$ cat config.mk
export PLATFORM = sky130hd
export DESIGN_NAME = bms_fet_sequencer
export DESIGN_NICKNAME = d
export VERILOG_FILES = /design/src/rtl/bms_fet_sequencer.sv
export SDC_FILE = /design/constraint.sdc
export NUM_CORES = 1
export LEC_CHECK = 0
export CAP_MARGIN = 20
export CORE_MARGIN = 2
export CORE_UTILIZATION = 38
export CTS_CLUSTER_DIAMETER = 80
export DETAILED_ROUTE_END_ITERATION = 7
export HOLD_SLACK_MARGIN = 0.1
export PLACE_DENSITY = 0.67
export SKIP_CTS_REPAIR_TIMING = 1
export SKIP_LAST_GASP = 1
export SLEW_MARGIN = 25
export SYNTH_ARGS = -nofsm -noshare
export SYNTH_HDL_FRONTEND = slang
export SYNTH_SLANG_ARGS = --single-unit
$ cat constraint.sdc
create_clock -name clk -period 2.85 [get_ports clk]
set_input_delay 0.57 -clock clk [delete_from_list [all_inputs] [get_ports clk]]
set_output_delay 0.57 -clock clk [all_outputs]
set_load 0.02 [all_outputs]
$ cat src/rtl/bms_fet_sequencer.sv
// Per-string FET gate sequencer: precharge-before-discharge, precharge timeout,
// latched faults with an explicit clear handshake, and an enforced off time.
module bms_fet_sequencer #(
    parameter int N_CH           = 2,
    parameter int PRECHG_TIMEOUT = 1000,
    parameter int MIN_OFF_CYCLES = 100,
    parameter int CNT_W          = 16
) (
    input  logic                 clk,
    input  logic                 rst_n,
    input  logic [N_CH-1:0]      chg_req,
    input  logic [N_CH-1:0]      dsg_req,
    input  logic [N_CH-1:0]      pchg_done,
    input  logic [N_CH-1:0]      ch_fault,
    input  logic                 global_fault,
    input  logic [N_CH-1:0]      fault_clr,
    output logic [N_CH-1:0]      chg_gate,
    output logic [N_CH-1:0]      dsg_gate,
    output logic [N_CH-1:0]      pchg_gate,
    output logic [N_CH-1:0]      fault_latched,
    output logic [N_CH-1:0]      pchg_tmo,
    output logic [3*N_CH-1:0]    ch_state
);

    typedef enum logic [2:0] {
        S_IDLE     = 3'd0,
        S_PRECHG   = 3'd1,
        S_RUN      = 3'd2,
        S_FAULT    = 3'd3,
        S_COOLDOWN = 3'd4
    } state_t;

    localparam logic [CNT_W-1:0] TMO_LAST = CNT_W'(PRECHG_TIMEOUT - 1);
    localparam logic [CNT_W-1:0] OFF_LAST = CNT_W'(MIN_OFF_CYCLES - 1);
    localparam logic [CNT_W-1:0] CNT_ONE  = CNT_W'(1);

    genvar gi;
    generate
        for (gi = 0; gi < N_CH; gi++) begin : g_ch
            state_t           r_state;
            logic [CNT_W-1:0] r_cnt;
            logic             r_chg;
            logic             r_dsg;
            logic             r_pchg;
            logic             r_flt;
            logic             r_tmo;
            logic             w_f;

            assign w_f = ch_fault[gi] | global_fault;

            // Channel FSM; gates and flags are registered together with the state they describe
            always_ff @(posedge clk) begin
                if (!rst_n) begin
                    r_state <= S_IDLE;
                    r_cnt   <= '0;
                    r_chg   <= 1'b0;
                    r_dsg   <= 1'b0;
                    r_pchg  <= 1'b0;
                    r_flt   <= 1'b0;
                    r_tmo   <= 1'b0;
                end else if (w_f && (r_state != S_FAULT)) begin
                    // A live fault overrides every other transition; this entry is not a timeout
                    r_state <= S_FAULT;
                    r_chg   <= 1'b0;
                    r_dsg   <= 1'b0;
                    r_pchg  <= 1'b0;
                    r_flt   <= 1'b1;
                    r_tmo   <= 1'b0;
                end else begin
                    case (r_state)
                        S_IDLE: begin
                            r_flt <= 1'b0;
                            if (dsg_req[gi]) begin
                                r_state <= S_PRECHG;
                                r_cnt   <= '0;
                                r_chg   <= 1'b0;
                                r_dsg   <= 1'b0;
                                r_pchg  <= 1'b1;
                            end else if (chg_req[gi]) begin
                                r_state <= S_RUN;
                                r_chg   <= 1'b1;
                                r_dsg   <= 1'b0;
                                r_pchg  <= 1'b0;
                            end else begin
                                r_state <= S_IDLE;
                                r_chg   <= 1'b0;
                                r_dsg   <= 1'b0;
                                r_pchg  <= 1'b0;
                            end
                        end

                        S_PRECHG: begin
                            r_chg <= 1'b0;
                            if (!dsg_req[gi]) begin
                                r_state <= S_IDLE;
                                r_dsg   <= 1'b0;
                                r_pchg  <= 1'b0;
                            end else if (pchg_done[gi]) begin
                                r_state <= S_RUN;
                                r_chg   <= chg_req[gi];
                                r_dsg   <= 1'b1;
                                r_pchg  <= 1'b0;
                            end else if (r_cnt == TMO_LAST) begin
                                r_state <= S_FAULT;
                                r_dsg   <= 1'b0;
                                r_pchg  <= 1'b0;
                                r_flt   <= 1'b1;
                                r_tmo   <= 1'b1;
                            end else begin
                                r_cnt   <= r_cnt + CNT_ONE;
                                r_dsg   <= 1'b0;
                                r_pchg  <= 1'b1;
                            end
                        end

                        S_RUN: begin
                            r_pchg <= 1'b0;
                            if (!chg_req[gi] && !dsg_req[gi]) begin
                                r_state <= S_IDLE;
                                r_chg   <= 1'b0;
                                r_dsg   <= 1'b0;
                            end else begin
                                // Discharge raised while running just follows; no second precharge
                                r_state <= S_RUN;
                                r_chg   <= chg_req[gi];
                                r_dsg   <= dsg_req[gi];
                            end
                        end

                        S_FAULT: begin
                            r_chg  <= 1'b0;
                            r_dsg  <= 1'b0;
                            r_pchg <= 1'b0;
                            if (fault_clr[gi] && !w_f) begin
                                r_state <= S_COOLDOWN;
                                r_cnt   <= '0;
                                r_flt   <= 1'b0;
                            end else begin
                                r_state <= S_FAULT;
                                r_flt   <= 1'b1;
                            end
                        end

                        S_COOLDOWN: begin
                            r_chg  <= 1'b0;
                            r_dsg  <= 1'b0;
                            r_pchg <= 1'b0;
                            r_flt  <= 1'b0;
                            if (r_cnt == OFF_LAST) begin
                                r_state <= S_IDLE;
                            end else begin
                                r_state <= S_COOLDOWN;
                                r_cnt   <= r_cnt + CNT_ONE;
                            end
                        end

                        default: begin
                            // Corrupted state: park in FAULT with all gates off
                            r_state <= S_FAULT;
                            r_cnt   <= '0;
                            r_chg   <= 1'b0;
                            r_dsg   <= 1'b0;
                            r_pchg  <= 1'b0;
                            r_flt   <= 1'b1;
                            r_tmo   <= 1'b0;
                        end
                    endcase
                end
            end

            assign chg_gate[gi]       = r_chg;
            assign dsg_gate[gi]       = r_dsg;
            assign pchg_gate[gi]      = r_pchg;
            assign fault_latched[gi]  = r_flt;
            assign pchg_tmo[gi]       = r_tmo;
            assign ch_state[3*gi +: 3] = r_state;
        end
    endgenerate

endmodule

## After elaboration in Yosys (flattened, before gate mapping)

Index checks and enable logic that the tools add are counted.

| word-level totals | value |
|---|---|
| register bits after elaboration | 48 |
| bits of input ports | 13 |
| output and inout port bits | 16 |
| logic and storage cells | 171 |

| cells by class | value |
|---|---|
| $add $sub $neg | 2 |
| equal/unequal tests | 40 |
| multiplexer cells | 78 |
| bitwise gates (word level) | 9 |
| reductions and logical operators | 26 |

Operators with widths:

| operator | number |
|---|---|
| 16-bit 2-to-1 mux | 12 |
| 16-bit case mux with 5 select lines | 2 |
| 1-bit 2-to-1 mux | 34 |
| 16-bit by 1-bit adder with 16-bit output, second input constant | 2 |
| 16-bit by 10-bit equality test with 1-bit output, second input constant | 2 |
| 16-bit by 7-bit equality test with 1-bit output, second input constant | 2 |
| 2-bit != test, second input constant | 16 |
| 3-bit 2-to-1 mux | 10 |
| 3-bit case mux with 5 select lines | 2 |
| 3-bit != test, second input constant | 6 |
| 2-bit 2-to-1 mux | 8 |
| 4-bit AND reduction | 4 |
| 8-bit AND reduction | 2 |
| 3-bit by 2-bit equality test with 1-bit output, second input constant | 4 |
| 1-bit case mux with 2 select lines | 6 |
| 5-bit != test, second input constant | 2 |
| 4-bit != test, second input constant | 2 |
| 1-bit case mux with 4 select lines | 2 |
| 2-bit OR reduction | 4 |
| 4-bit OR reduction | 2 |
| 1-bit inverter | 7 |
| 3-bit by 1-bit equality test with 1-bit output, second input constant | 2 |
| 3-bit equality test, second input constant | 2 |
| 1-bit logical AND | 6 |
| 5 further kinds | 14 |

## Longest topological paths before layout

Gate-level depths: netlist (run 1).

| depth | value |
|---|---|
| depth after elaboration | 6 |
| mapped depth | 8 |
| depth with buffers taken out | 6 |

## Least setup slack after synthesis (run 1)

Ideal clock, no wire load.

| path | value |
|---|---|
| kind | reg2reg |
| from | register g_ch[0].r_cnt[7] |
| to | register g_ch[0].r_cnt[12] |
| library setup time | 0.131 ns |
| arrival | 2.031 ns |
| data required time | 2.719 ns |
| slack | 0.688 ns |
| cell stages (with the launch flop) | 8 |
| path buffers | 2 |
| period minus slack after synthesis | 2.162 ns |
| path through | dfxtp_1 or4b_1 or3_4 a211oi_4 or3_1 buf_4 buf_8 o21ai_1 |

| on the way | value |
|---|---|
| cells in the longest elaborated chain, start to end | 5 |
| elaborated cells on any way between the ends | 11 |
| those cells by class | add/sub: 1; eq/ne: 4; mux: 5; reduce/logical: 1 |

RTL lines:

| what | RTL line | RTL |
|---|---|---|
| start: declaration | 41 | `logic [CNT_W-1:0] r_cnt;` |
| start signal: assignment | 110 | `r_cnt <= r_cnt + CNT_ONE;` |
| start signal: assignment | 153 | `r_cnt <= r_cnt + CNT_ONE;` |
| 16-bit by 1-bit adder with 16-bit output | 110, 153 |  |
| 16-bit 2-to-1 mux | 103 | `end else if (r_cnt == TMO_LAST) begin` |
| 16-bit 2-to-1 mux | 98 | `end else if (pchg_done[gi]) begin` |
| 16-bit 2-to-1 mux | 94 | `if (!dsg_req[gi]) begin` |
| 16-bit case mux with 5 select lines | 70 | `case (r_state)` |

Parallel ways exist; a longest one is shown, timed or not. The select of a mux whose other input is x is not followed.
A chain may end at the register's enable or synchronous reset.

## Worst setup path in the final report (run 1)

| path | value |
|---|---|
| from | input port dsg_req[0] |
| to | register g_ch[0].r_cnt[15] |

| on the way | value |
|---|---|
| cells in the longest elaborated chain, start to end | 2 |
| elaborated cells on any way between the ends | 3 |
| those cells by class | eq/ne: 2; reduce/logical: 1 |

RTL lines:

| what | RTL line | RTL |
|---|---|---|
| start: declaration | 12 | `input logic [N_CH-1:0] dsg_req,` |
| 2-bit != test (no line) | - |  |
| 8-bit AND reduction (no line) * | - |  |

Mark *: on every way between the ends. The rest lies on a longest branch, timed or not.

==> out/results.tsv, run 1 <==
metric	value	unit
r2r_end	g_ch[0].r_cnt[6]	
hpwlAfterDp	4.93	mm
syn_nets	383	
ir_worst_vdd	0.138	mV
grt_pass1_wl	12.5	mm
drive_above_1_share	9.40	%
synth_common_cells	dfxtp_1, nand2_1, nand3_1, nor2_1, clkbuf_1	
syn_inst	368	
synth_seq_area_share	32.2	%
fmax	0.399	GHz
ys_ff_latch	48	
cp.arrival	2.70	ns
clk_latency	0.30	ns
avgSynthCellArea	8.10	um2
die_h	92.6	um
fin_skew	0.00442	ns
p_total	1.33	mW
ant_nets	0	
num-nets-final	398	
drtIter0Drc	226	
crit_required	3.05	ns
viasPerCell	5.94	
yosysTopAreaCell	dfxtp_1	
cts.path.max_buffers	2	
hold_ws	0.499	ns
synth_ff_type	dfxtp_1	
place_ws	0.0910	ns
tightest_slew	0.910	ns
period_needed	2.51	ns
synthTopCellsByArea	dfxtp_1, nand2_1, nand3_1, a32o_1, nor2_1	
rsz0062_at_grt	no	
synth-edff-count	0	
start_kind	primary input	
clock_sinks	48	
crit_path_end_kind	flip-flop	
relSlewSlack	39.1	%
core_area	7650	um2
fin_area	3400	um2
dr.pass1.iters	4	
die_area	8570	um2
area_growth	14.1	%
async_flop_share	0	%
crit_fanout	11	
finalSetupViolations	0	
critPathLaunch	dsg_req[0]	
grt_max_degree	44	
overflow	0	
clockRootBuffer	clkbuf_8	
p_leak	1.11	nW
cts_tree	built	
path_cells	clkdlybuf4s50_1, nor2b_1, nand2_1, a311o_1, or3_1, o41ai_1	
whs_endpoint	g_ch[0].r_cnt[15]	
ios	29	
grt.total_usage	17.8	%
n_fill_cell	732	
antennaDiodeCount	0	
chipWidth	92.6	um
wl_per_cell	15.1	um
drc	0	
place_congestion	0.805	
synth_cell_types	62	
timing.rr.start	g_ch[0].r_cnt[7]	
min_period_over_period	87.9	%
cellPowerDensity	391	nW/um2
fin_ws	0.344	ns
totalWireLength	7.33	mm
path_class	primary input to flip-flop	
cap_viol_max_count	0	
outcome	complete, no violations	
cp_slowest_cell	or3_1	
hold_viol_final	0	
whs_path_depth	1	
final.setup.tns	0	ns
synth_top_area_share	32.2	%
rrSetupSlack	0.40	ns
synth_most_common_cell	dfxtp_1	
start_util	39.0	%
timing.hold.worst.start	g_ch[0].r_cnt[15]	
grt_pass1_vias	2657	
hp-class	flip-flop to flip-flop	
synth_area	2980	um2
slew_violations	0	
cp_slowest_stage_delay	0.60	ns
ys_warn_count	0	
placementRows	32	
vias	2883	
htree_levels	2	
port_buffers	28	
dpl_cell_area	3300	um2
antenna_found_initial	0	
clk_pin_slew	0.09	ns
cts_made_buffers	5	
reg2reg_depth	6	
## registers in the layout (all words and copies together) (netlist names)
name	count
g_ch.r_chg	2
g_ch.r_cnt	32
g_ch.r_dsg	2
g_ch.r_flt	2
g_ch.r_pchg	2
g_ch.r_state	6
g_ch.r_tmo	2
## power breakdown
| group | internal [mW] | switching [mW] | total, mW |
|---|---|---|---|
| clock network | 0.216 | 0.226 | 0.442 |
| logic | 0.0810 | 0.109 | 0.190 |
| registers | 0.681 | 0.0157 | 0.696 |
| total | 0.978 | 0.350 | 1.33 |
## cell type report
cell class	instances	area [um2]	share of cell area [%]
tap	102	128	3.75
sequential	48	961	28.3
inverter	8	30.0	0.883
clock buffer	7	96.3	2.83
multi-input combinational	278	1800	52.9
timing repair buffer	42	385	11.3
## through the flow
stage          utilization (%)  std cells
6_report                  44.5        485
5_1_grt                   44.5        485
4_1_cts                   44.5        485
3_5_place_dp              43.2        478
3_3_place_gp              43.2        478
2_1_floorplan                -        368
## worst max-delay path, delay by kind of cell
family                 cells  cell delay, ns
AND/OR/NAND/NOR            3            0.92
AO/OA/AOI/OAI              2            0.74
buffers and inverters      1            0.47
## worst max-delay path by stage
stage	end	slack [ns]	cells after the start
after floorplan	g_ch[0].r_cnt[12]	0.69	7
after global placement	g_ch[0].r_cnt[7]	0.15	6
after detailed placement	g_ch[0].r_cnt[15]	0.09	6
after CTS	g_ch[0].r_cnt[15]	0.38	6
after global routing	g_ch[0].r_cnt[15]	0.22	6
final	g_ch[0].r_cnt[15]	0.34	6
## placed cells by master (no fill, tap or decap), types with 8 or more instances in the layout
master	Yosys	layout
dfxtp_1	48	48
nand2_1	35	35
clkdlybuf4s50_1	0	28
nor2_1	25	25
nand3_1	25	25
nor3_1	15	15
buf_4	11	14
o21ai_0	13	13
a32o_1	12	12
nand4_1	9	9
nor4_1	9	9
and3_1	9	9
a21oi_1	8	8
nor2b_1	8	8
o311ai_1	8	8
## routing by layer
layer | track usage, % | up-vias | wire length, um
li1 | - | 1442 | -
met1 | 22.6 | 1359 | 3460
met2 | 29.9 | 75 | 3400
met3 | 3.17 | 7 | 362
met4 | 7.09 | 0 | 106
met5 | 0 | - | 0
## cells by family (layout without fill, tap and decap cells)
kind of cell             Yosys count  after routing  share of synthesized area [%]
AND/OR/NAND/NOR                  176            176                           33.2
AO/OA/AOI/OAI                     95             95                           24.6
flip-flops                        48             48                           32.2
buffers and inverters             42             57                           7.39
multiplexers                       4              4                           1.38
adder cells (fa/ha/maj)            2              2                          0.839
XOR/XNOR                           1              1                          0.294
Note: power is estimated with default switching activity, not from simulation.
==> inputs of run 2 (changes only) <==
Settings changed: ABC_AREA from default to 1, GPL_ROUTABILITY_DRIVEN from default to 0.
==> out/results.tsv, run 2 <==
metric	value	unit
viasPerCell	4.92	
syn_nets	535	
num-nets-final	554	
synth_top_area_share	30.7	%
drive_above_1_share	6.11	%
synth_cell_types	31	
overflow	0	
n_fill_cell	859	
synth_ff_type	dfxtp_1	
htree_levels	2	
ant_nets	0	
yosys.area_share.simple	41.7	%
cap_viol_max_count	0	
crit_path_end	g_ch[1].r_cnt[13]	
ios	29	
cellPowerDensity	433	nW/um2
antenna_found_initial	0	
ir_worst_vdd	0.204	mV
cts.path.max_buffers	2	
port_buffers	28	
dr.pass1.iters	4	
die_area	8980	um2
clock_sinks	48	
cp.arrival	2.30	ns
synth-adder-area-share	0.800	%
finalSetupViolations	0	
area_growth	12.2	%
outcome	complete, no violations	
rsz0062_at_grt	no	
cts_made_buffers	5	
largest_register_ffs	32	
synth_seq_area_share	30.7	%
placementRows	33	
syn_inst	520	
mostFrequentLayoutCells	nand2_1, nor2_1, inv_1	
grt_pass1_vias	2917	
r2r_end	g_ch[1].r_cnt[13]	
wl_per_cell	11.3	um
chipWidth	94.7	um
synth_common_cells	nand2_1, nor2_1, inv_1	
crit_path_end_kind	flip-flop	
cts_tree	built	
p_sw	494	uW
grt.total_usage	16.9	%
hp-class	flip-flop to flip-flop	
final_common_cell	nand2_1	
final.setup.tns	0	ns
tightest_slew	0.498	ns
synthTopCellsByArea	dfxtp_1, nand2_1, nor2_1, inv_1, nand3_1	
synth_area	3130	um2
final_cells	645	
critPathLaunch	global_fault	
clockRootBuffer	clkbuf_8	
crit_fanout	22	
combPwrFrac	22.1	%
period_needed	2.10	ns
ys_ff_latch	48	
synth_xor_area_share	1.96	%
hold_viol_final	0	
synth_top_family_by_area	simple AND/OR/NAND/NOR gates	
rrSetupSlack	0.91	ns
start_kind	primary input	
reg2reg_depth	11	
totalWireLength	7.27	mm
min_period_over_period	73.6	%
synthMuxAreaShare	0	%
synth-compound-area-share	13.4	%
start_util	38.7	%
sw_frac_of_total	32.5	%
slew_violations	0	
drtIter0Drc	132	
drc	0	
vias	3172	
pwr-share-seq	49.0	%
yosysTopAreaCell	dfxtp_1	
p_leak	1.39	nW
clkPwrFrac	28.9	%
relSlewSlack	66.8	%
synth-edff-count	0	
ys_warn_count	0	
grt_pass1_wl	12.5	mm
grt_max_degree	25	
core_area	8090	um2
synth_most_common_cell	nand2_1	
clk_pin_slew	0.09	ns
fin_skew	0.00974	ns
async_flop_share	0	%
top_register	g_ch.r_cnt	
avgSynthCellArea	6.02	um2
top_regs	g_ch.r_cnt x32, g_ch.r_state x6	
placed_cells	637	
path_class	primary input to flip-flop	
crit_required	3.06	ns
antennaDiodeCount	0	
clk_latency	0.31	ns
internal_power	1.03	mW
hpwlAfterDp	5.34	mm
die_h	94.7	um
timing.rr.start	g_ch[1].r_cnt[0]	
fmax	0.477	GHz
run 2: cell types whose count changed after synthesis, sizes merged, moves of 7 or more:
cell / previous run / this run
a21oi: 8 / 35
a32o: 12 / 0
and3: 9 / 0
clkbuf: 18 / 2
inv: 7 / 57
nand2: 35 / 135
nand3: 25 / 40
nor2: 25 / 116
nor2b: 8 / 0
nor4: 11 / 0
o311ai: 15 / 0
xor2: 0 / 7
run 2: cells by family after synthesis:
group | count (synthesis)
and+or+nand+nor | 309
AOI/OAI and AO/OA | 77
buffers and inverters | 77
DFF | 48
xor gates and xnor gates | 7
adders and majority gates | 2
run 2: stage by stage:
step           instance area (um2)  hold slack [ns]  util, %  power, mW  setup slack [ns]
3_5_place_dp                  3420            0.443     42.2       1.10             0.445
5_1_grt                       3510            0.485     43.4       1.62             0.560
2_1_floorplan                 3130            0.428        -       1.01              1.25
3_3_place_gp                  3420            0.442     42.2       1.09             0.483
4_1_cts                       3510            0.457     43.4       1.53             0.760
6_report                      3510            0.453     43.4       1.52             0.753
run 2: cell type report:
| cell class | instances | area (um2) | share of cell area, % |
|---|---|---|---|
| multi-input cells | 395 | 1810 | 51.5 |
| inverters | 59 | 221 | 6.31 |
| clock buffers | 7 | 86.3 | 2.46 |
| flip-flops and latches | 48 | 961 | 27.4 |
| well taps | 105 | 131 | 3.74 |
| clock inverters | 1 | 7.51 | 0.214 |
| repair buffers | 30 | 295 | 8.41 |
run 2: worst min path at each step:
stage                       start       endpoint  slack, ns  cells past startpoint
floorplan           g_ch[1].r_tmo  g_ch[1].r_tmo       0.43                      2
global placement    g_ch[1].r_tmo  g_ch[1].r_tmo       0.44                      2
detailed placement  g_ch[1].r_tmo  g_ch[1].r_tmo       0.44                      2
CTS                 g_ch[1].r_tmo  g_ch[1].r_tmo       0.46                      2
global route        g_ch[1].r_tmo  g_ch[1].r_tmo       0.48                      2
finish              g_ch[1].r_tmo  g_ch[1].r_tmo       0.45                      2
run 2: power groups by stage:
stage / sequential [mW] / clock (mW) / combinational, mW
final: 0.746 / 0.439 / 0.337
after global routing: 0.752 / 0.485 / 0.382
after CTS: 0.745 / 0.453 / 0.336
after detailed placement: 0.761 / 0 / 0.335
after global placement: 0.760 / 0 / 0.331
after floorplan: 0.760 / 0 / 0.254
run 2: worst max-delay path: stages:
cell and delay (ns):
clkdlybuf4s50_1 0.40, inv_1 0.11, nand3_1 0.11, nand2_1 0.08
nand2_1 0.07, clkinv_1 0.06, nand3_2 0.18, nor2_4 0.42
inv_1 0.13, nor2_1 0.12, nor2_1 0.05
run 2: metal layers:
layer	share of wire [%]	routed length, um	GRT usage [%]
met3	4.9	357	3.35
met4	0.55	40	4.59
met2	47	3420	27.8
met5	0	0	0
met1	47	3450	22.7
==> RTL edit 1: new RTL, flow settings as in run 2 <==
Register the inputs `chg_req`, `dsg_req`, `pchg_done`, `ch_fault`, `global_fault` and `fault_clr` before use, without a reset. The logic sees them one clock later.
--- a/src/rtl/bms_fet_sequencer.sv
+++ b/src/rtl/bms_fet_sequencer.sv
@@ -36,2 +36,18 @@
 
+    logic [N_CH-1:0] chg_req_q;
+    logic [N_CH-1:0] dsg_req_q;
+    logic [N_CH-1:0] pchg_done_q;
+    logic [N_CH-1:0] ch_fault_q;
+    logic global_fault_q;
+    logic [N_CH-1:0] fault_clr_q;
+
+    always_ff @(posedge clk) begin
+        chg_req_q      <= chg_req;
+        dsg_req_q      <= dsg_req;
+        pchg_done_q    <= pchg_done;
+        ch_fault_q     <= ch_fault;
+        global_fault_q <= global_fault;
+        fault_clr_q    <= fault_clr;
+    end
+
     genvar gi;
@@ -48,3 +64,3 @@
 
-            assign w_f = ch_fault[gi] | global_fault;
+            assign w_f = ch_fault_q[gi] | global_fault_q;
 
@@ -72,3 +88,3 @@
                             r_flt <= 1'b0;
-                            if (dsg_req[gi]) begin
+                            if (dsg_req_q[gi]) begin
                                 r_state <= S_PRECHG;
@@ -78,3 +94,3 @@
                                 r_pchg  <= 1'b1;
-                            end else if (chg_req[gi]) begin
+                            end else if (chg_req_q[gi]) begin
                                 r_state <= S_RUN;
@@ -93,3 +109,3 @@
                             r_chg <= 1'b0;
-                            if (!dsg_req[gi]) begin
+                            if (!dsg_req_q[gi]) begin
                                 r_state <= S_IDLE;
@@ -97,5 +113,5 @@
                                 r_pchg  <= 1'b0;
-                            end else if (pchg_done[gi]) begin
+                            end else if (pchg_done_q[gi]) begin
                                 r_state <= S_RUN;
-                                r_chg   <= chg_req[gi];
+                                r_chg   <= chg_req_q[gi];
                                 r_dsg   <= 1'b1;
@@ -117,3 +133,3 @@
                             r_pchg <= 1'b0;
-                            if (!chg_req[gi] && !dsg_req[gi]) begin
+                            if (!chg_req_q[gi] && !dsg_req_q[gi]) begin
                                 r_state <= S_IDLE;
@@ -124,4 +140,4 @@
                                 r_state <= S_RUN;
-                                r_chg   <= chg_req[gi];
-                                r_dsg   <= dsg_req[gi];
+                                r_chg   <= chg_req_q[gi];
+                                r_dsg   <= dsg_req_q[gi];
                             end
@@ -133,3 +149,3 @@
                             r_pchg <= 1'b0;
-                            if (fault_clr[gi] && !w_f) begin
+                            if (fault_clr_q[gi] && !w_f) begin
                                 r_state <= S_COOLDOWN;
Behaviour: not the same (Yosys sat finds a counterexample within 4 cycles, from zero or initial values and one cycle with rst_n low).
==> RTL edit 1 against run 2 <==
- area after synthesis up 14%
- clock power up 120%
- combinational power rose by 1%
- worst setup slack better by 0.072 ns
- total power increased by 44%
- design area increased by 16%
- routed wire length increased by 9.0%
- register-to-register slack got worse by 0.02 ns
- first-iteration DRC count decreased by 8.3%
- sequential cell count is 11 higher
- highest routed layer unchanged
==> RTL edit 1: results (changes against run 2) <==
| Metric | Value |
|---|---|
| Compound-Gate Fraction of Synth Area | `8.976% (was 13.39%)` |
| XOR/XNOR Fraction of Synth Area | `0% (was 1.959%)` |
| Worst R2R End | `g_ch[0].r_cnt[7]$_SDFFE_PN0P_ (was g_ch[1].r_cnt[13]$_SDFFE_PN0P_)` |
| R2r setup slk | `0.89 ns (was 0.91 ns)` |
| Internal power | `1.572 mW (was 1.028 mW)` |
| Share of layout cells above drive strength 1 | `9.167% (was 6.111%)` |
| GR Util All Layers | `17.34% (was 16.93%)` |
| Nets | `610 (was 554)` |
| CP Max Fanout | `6 (was 22)` |
| Post-Synth Adder-Cell Area | `0.7040% (was 0.7997%)` |
| Vias in the first global route | `3349 (was 2917)` |
| Reg-to-Reg Start | `g_ch[0].r_cnt[0]$_SDFFE_PN0P_ (was g_ch[1].r_cnt[0]$_SDFFE_PN0P_)` |
| Final Hold Slack | `0.4567 ns (was 0.4535 ns)` |
| Inserted Clock Buffers | `9 (was 5)` |
| CP max stage cell | `clkdlybuf4s50_1 (was nor2_4)` |
| Initial DRC count | `121 (was 132)` |
| HP Start | `g_ch[0].r_tmo$_SDFFE_PP0P_ (was g_ch[1].r_tmo$_SDFFE_PP0P_)` |
| Critical Path Source | `g_ch[0].r_state[2]$_SDFFE_PP0P_ (was global_fault)` |
| Post-Syn Nets | `592 (was 535)` |
| Hold EP | `g_ch[0].r_tmo$_SDFFE_PP0P_ (was g_ch[1].r_tmo$_SDFFE_PP0P_)` |
| Run status | `finished clean (unchanged)` |
| Post-DP HPWL | `5812 um (was 5344 um)` |
| R2R cell count | `9 (was 11)` |
| Leakage power | `1.727 nW (was 1.389 nW)` |
| CP top delay family | `buffers and inverters (was simple AND/OR/NAND/NOR gates)` |
| Post-synthesis sequential area ratio | `33.23% (was 30.71%)` |
| CP peak stage delay | `0.65 ns (was 0.42 ns)` |
-- RTL edit 1: cell count changes after synthesis, sizes merged, moves of 3 or more --
cell   delta
nor3b     +3
o21ai    -12
inv      +15
a21oi     -8
dfxtp    +11
nand3    +18
buf       +4
xor2      -7
nand2    +36
nor2      -3
a31oi     -6
-- RTL edit 1: final cells by class --
class	count	area, sq um
inverter	73	275.3
clock buffer	9	123.9
sequential	59	1181
timing repair buffer	30	295.3
multi-input combinational	422	1921
fill	940	5094
clock inverter	7	123.9
tap	111	138.9
-- RTL edit 1: power groups by stage --
stage	registers [mW]	logic, mW	clock network [mW]
2_1_floorplan	0.919	0.268	0
5_1_grt	0.912	0.390	1.01
3_5_place_dp	0.923	0.340	0
3_3_place_gp	0.922	0.335	0
6_report	0.905	0.342	0.948
4_1_cts	0.904	0.343	0.976
-- RTL edit 1: metrics by stage --
step | total power, mW | utilization, % | std cells | setup WS [ns] | area (sq um)
after floorplan | 1.188 | - | 577 | 1.334 | 3555
after global placement | 1.257 | 41.64 | 695 | 1.010 | 3811
after detailed placement | 1.263 | 41.64 | 695 | 0.9375 | 3811
after CTS | 2.224 | 44.35 | 711 | 0.8059 | 4059
after global routing | 2.315 | 44.35 | 711 | 0.6056 | 4059
final | 2.196 | 44.35 | 711 | 0.8255 | 4059
-- RTL edit 1: cell families (layout without fill, tap and decap cells) --
logic type,Yosys count,count (layout)
compound gates,55,55
fa+ha+maj,2,2
buf+inv,96,119
flops,59,59
simple gates,365,365
-- RTL edit 1: metal layers --
| metal | GRT usage, % | vias up | wire length, um |
|---|---|---|---|
| met1 | 20.57 | 1553 | 3618 |
| met3 | 3.745 | 15 | 276 |
| met5 | 0 | - | 0 |
| met2 | 30.26 | 76 | 3869 |
| met4 | 7.060 | 0 | 163 |
| li1 | - | 1838 | - |
==> RTL edit 2: new RTL, flow settings as in run 2 <==
Made on the original files. `N_CH`: 2 -> 1.
--- a/src/rtl/bms_fet_sequencer.sv
+++ b/src/rtl/bms_fet_sequencer.sv
@@ -3,3 +3,3 @@
 module bms_fet_sequencer #(
-    parameter int N_CH           = 2,
+    parameter int N_CH           = 1,
     parameter int PRECHG_TIMEOUT = 1000,
Interface: changed (11 resized); port bits go from 29 to 16. No check against the original RTL was run, so the function may have changed too.
==> RTL edit 2 against run 2 <==
- synthesized cell count fell by 46%
- total power fell by 50%
- global-route usage fell by 0.37 points
- worst setup slack improved by 0.11 ns
- count of clock-buffer cells in the layout fell by 3
- clock power fell by 45%
- cell count fell by 46%
- routed wire length fell by 47%
- highest routed layer unchanged
- sequential cell count fell by 24
- area after synthesis fell by 47%
- design area fell by 46%
==> RTL edit 2: results (changes against run 2) <==
| Metric | Value |
|---|---|
| Run status | `finished clean (unchanged)` |
| GRT met3 Usage | `3.608% (was 3.352%)` |
| Compound-Gate Fraction of Synth Area | `8.539% (was 13.39%)` |
| Leakage power | `0.7662 nW (was 1.389 nW)` |
| CP Max Fanout | `7 (was 22)` |
| CP peak stage delay | `0.66 ns (was 0.42 ns)` |
| Post-Syn Nets | `291 (was 535)` |
| Vias in the first global route | `1490 (was 2917)` |
| DP Cell Count | `343 (was 637)` |
| Initial DRC count | `97 (was 132)` |
| Largest net degree at the start of global routing | `18 (was 25)` |
| Clock skew | `0.007879 ns (was 0.009738 ns)` |
| Synthesis-to-layout area growth | `13.41% (was 12.24%)` |
| XOR/XNOR Fraction of Synth Area | `1.049% (was 1.959%)` |
| CP max stage cell | `clkdlybuf4s50_1 (was nor2_4)` |
| Mean Syn Cell Area | `5.923 sq um (was 6.018 sq um)` |
| CP top delay family | `buffers and inverters (was simple AND/OR/NAND/NOR gates)` |
| Share of power burned in the clock network | `31.3% (was 28.9%)` |
| Comb pwr | `0.160 mW (was 0.337 mW)` |
| Grt met1 use | `22.29% (was 22.66%)` |
| Routed wl met2 | `1757 um (was 3421 um)` |
| Worst vdd ir | `0.2529 mV (was 0.2041 mV)` |
| Initial antenna violation count | `0 (unchanged)` |
| GR Util All Layers | `16.56% (was 16.93%)` |
| Setup WS pre-CTS | `0.7244 ns (was 0.4452 ns)` |
| Post-DP HPWL | `2848 um (was 5344 um)` |
| Post-Synth Adder-Cell Area | `0.7491% (was 0.7997%)` |
| Worst relative slew slack | `71.33% (was 66.75%)` |
| Synth top cells by count | `83 x nand2_1, 60 x nor2_1, 29 x inv_1 (was 131 x nand2_1, 111 x nor2_1, 50 x inv_1)` |
| R2R cell count | `7 (was 11)` |
| Met3 wire len | `207 um (was 357 um)` |
| Filler cell count | `465 (was 859)` |
| CP arrival | `1.41 ns (was 2.30 ns)` |
| Post-synthesis sequential area ratio | `28.76% (was 30.71%)` |
| Fin cells | `347 (was 645)` |
| PortBufs | `15 (was 28)` |
| Inserted Clock Buffers | `3 (was 5)` |
| Post-synth cell types | `27 (was 31)` |
| First-pass GRT wire length | `6699 um (was 12490 um)` |
| Power per Cell Area | `404.9 nW/um^2 (was 433.4 nW/um^2)` |
| Met2 usage | `26.94% (was 27.78%)` |
| Placed cell area | `1839 sq um (was 3418 sq um)` |
| Share of layout cells above drive strength 1 | `7.797% (was 6.111%)` |
| DR WL/cell | `11.09 um (was 11.27 um)` |
| DRT met1 WL | `1848 um (was 3452 um)` |
| Worst skew pair latency | `0.27 ns (was 0.31 ns)` |
| Nets | `305 (was 554)` |
| Internal power | `0.5330 mW (was 1.028 mW)` |
| Routed via count | `1699 (was 3172)` |
[RTL edit 2: changes by cell type after synthesis, sizes merged, moves of 19 or more]
cell / before / now
a21oi: 35 / 16
nand3: 40 / 20
dfxtp: 48 / 24
nand2: 135 / 86
o21ai: 30 / 8
inv: 57 / 33
nor2: 116 / 65
[RTL edit 2: worst paths after layout]
check | from | end | slack, ns
max | ch_state[0]$_SDFFE_PN0P_ | ch_state[0] | 0.87
min | pchg_tmo$_SDFFE_PP0P_ | pchg_tmo$_SDFFE_PP0P_ | 0.46
max reg2reg | g_ch[0].r_cnt[0]$_SDFFE_PN0P_ | g_ch[0].r_cnt[6]$_SDFFE_PN0P_ | 1.14
min reg2reg | pchg_tmo$_SDFFE_PP0P_ | pchg_tmo$_SDFFE_PP0P_ | 0.46
[RTL edit 2: final cells by class]
type                    instances  area share, %
multi-input cells             217          53.43
clock buffers                   4          2.906
repair buffers                 15          7.926
flip-flops and latches         24          25.36
inverters                      35          6.935
well taps                      52          3.435
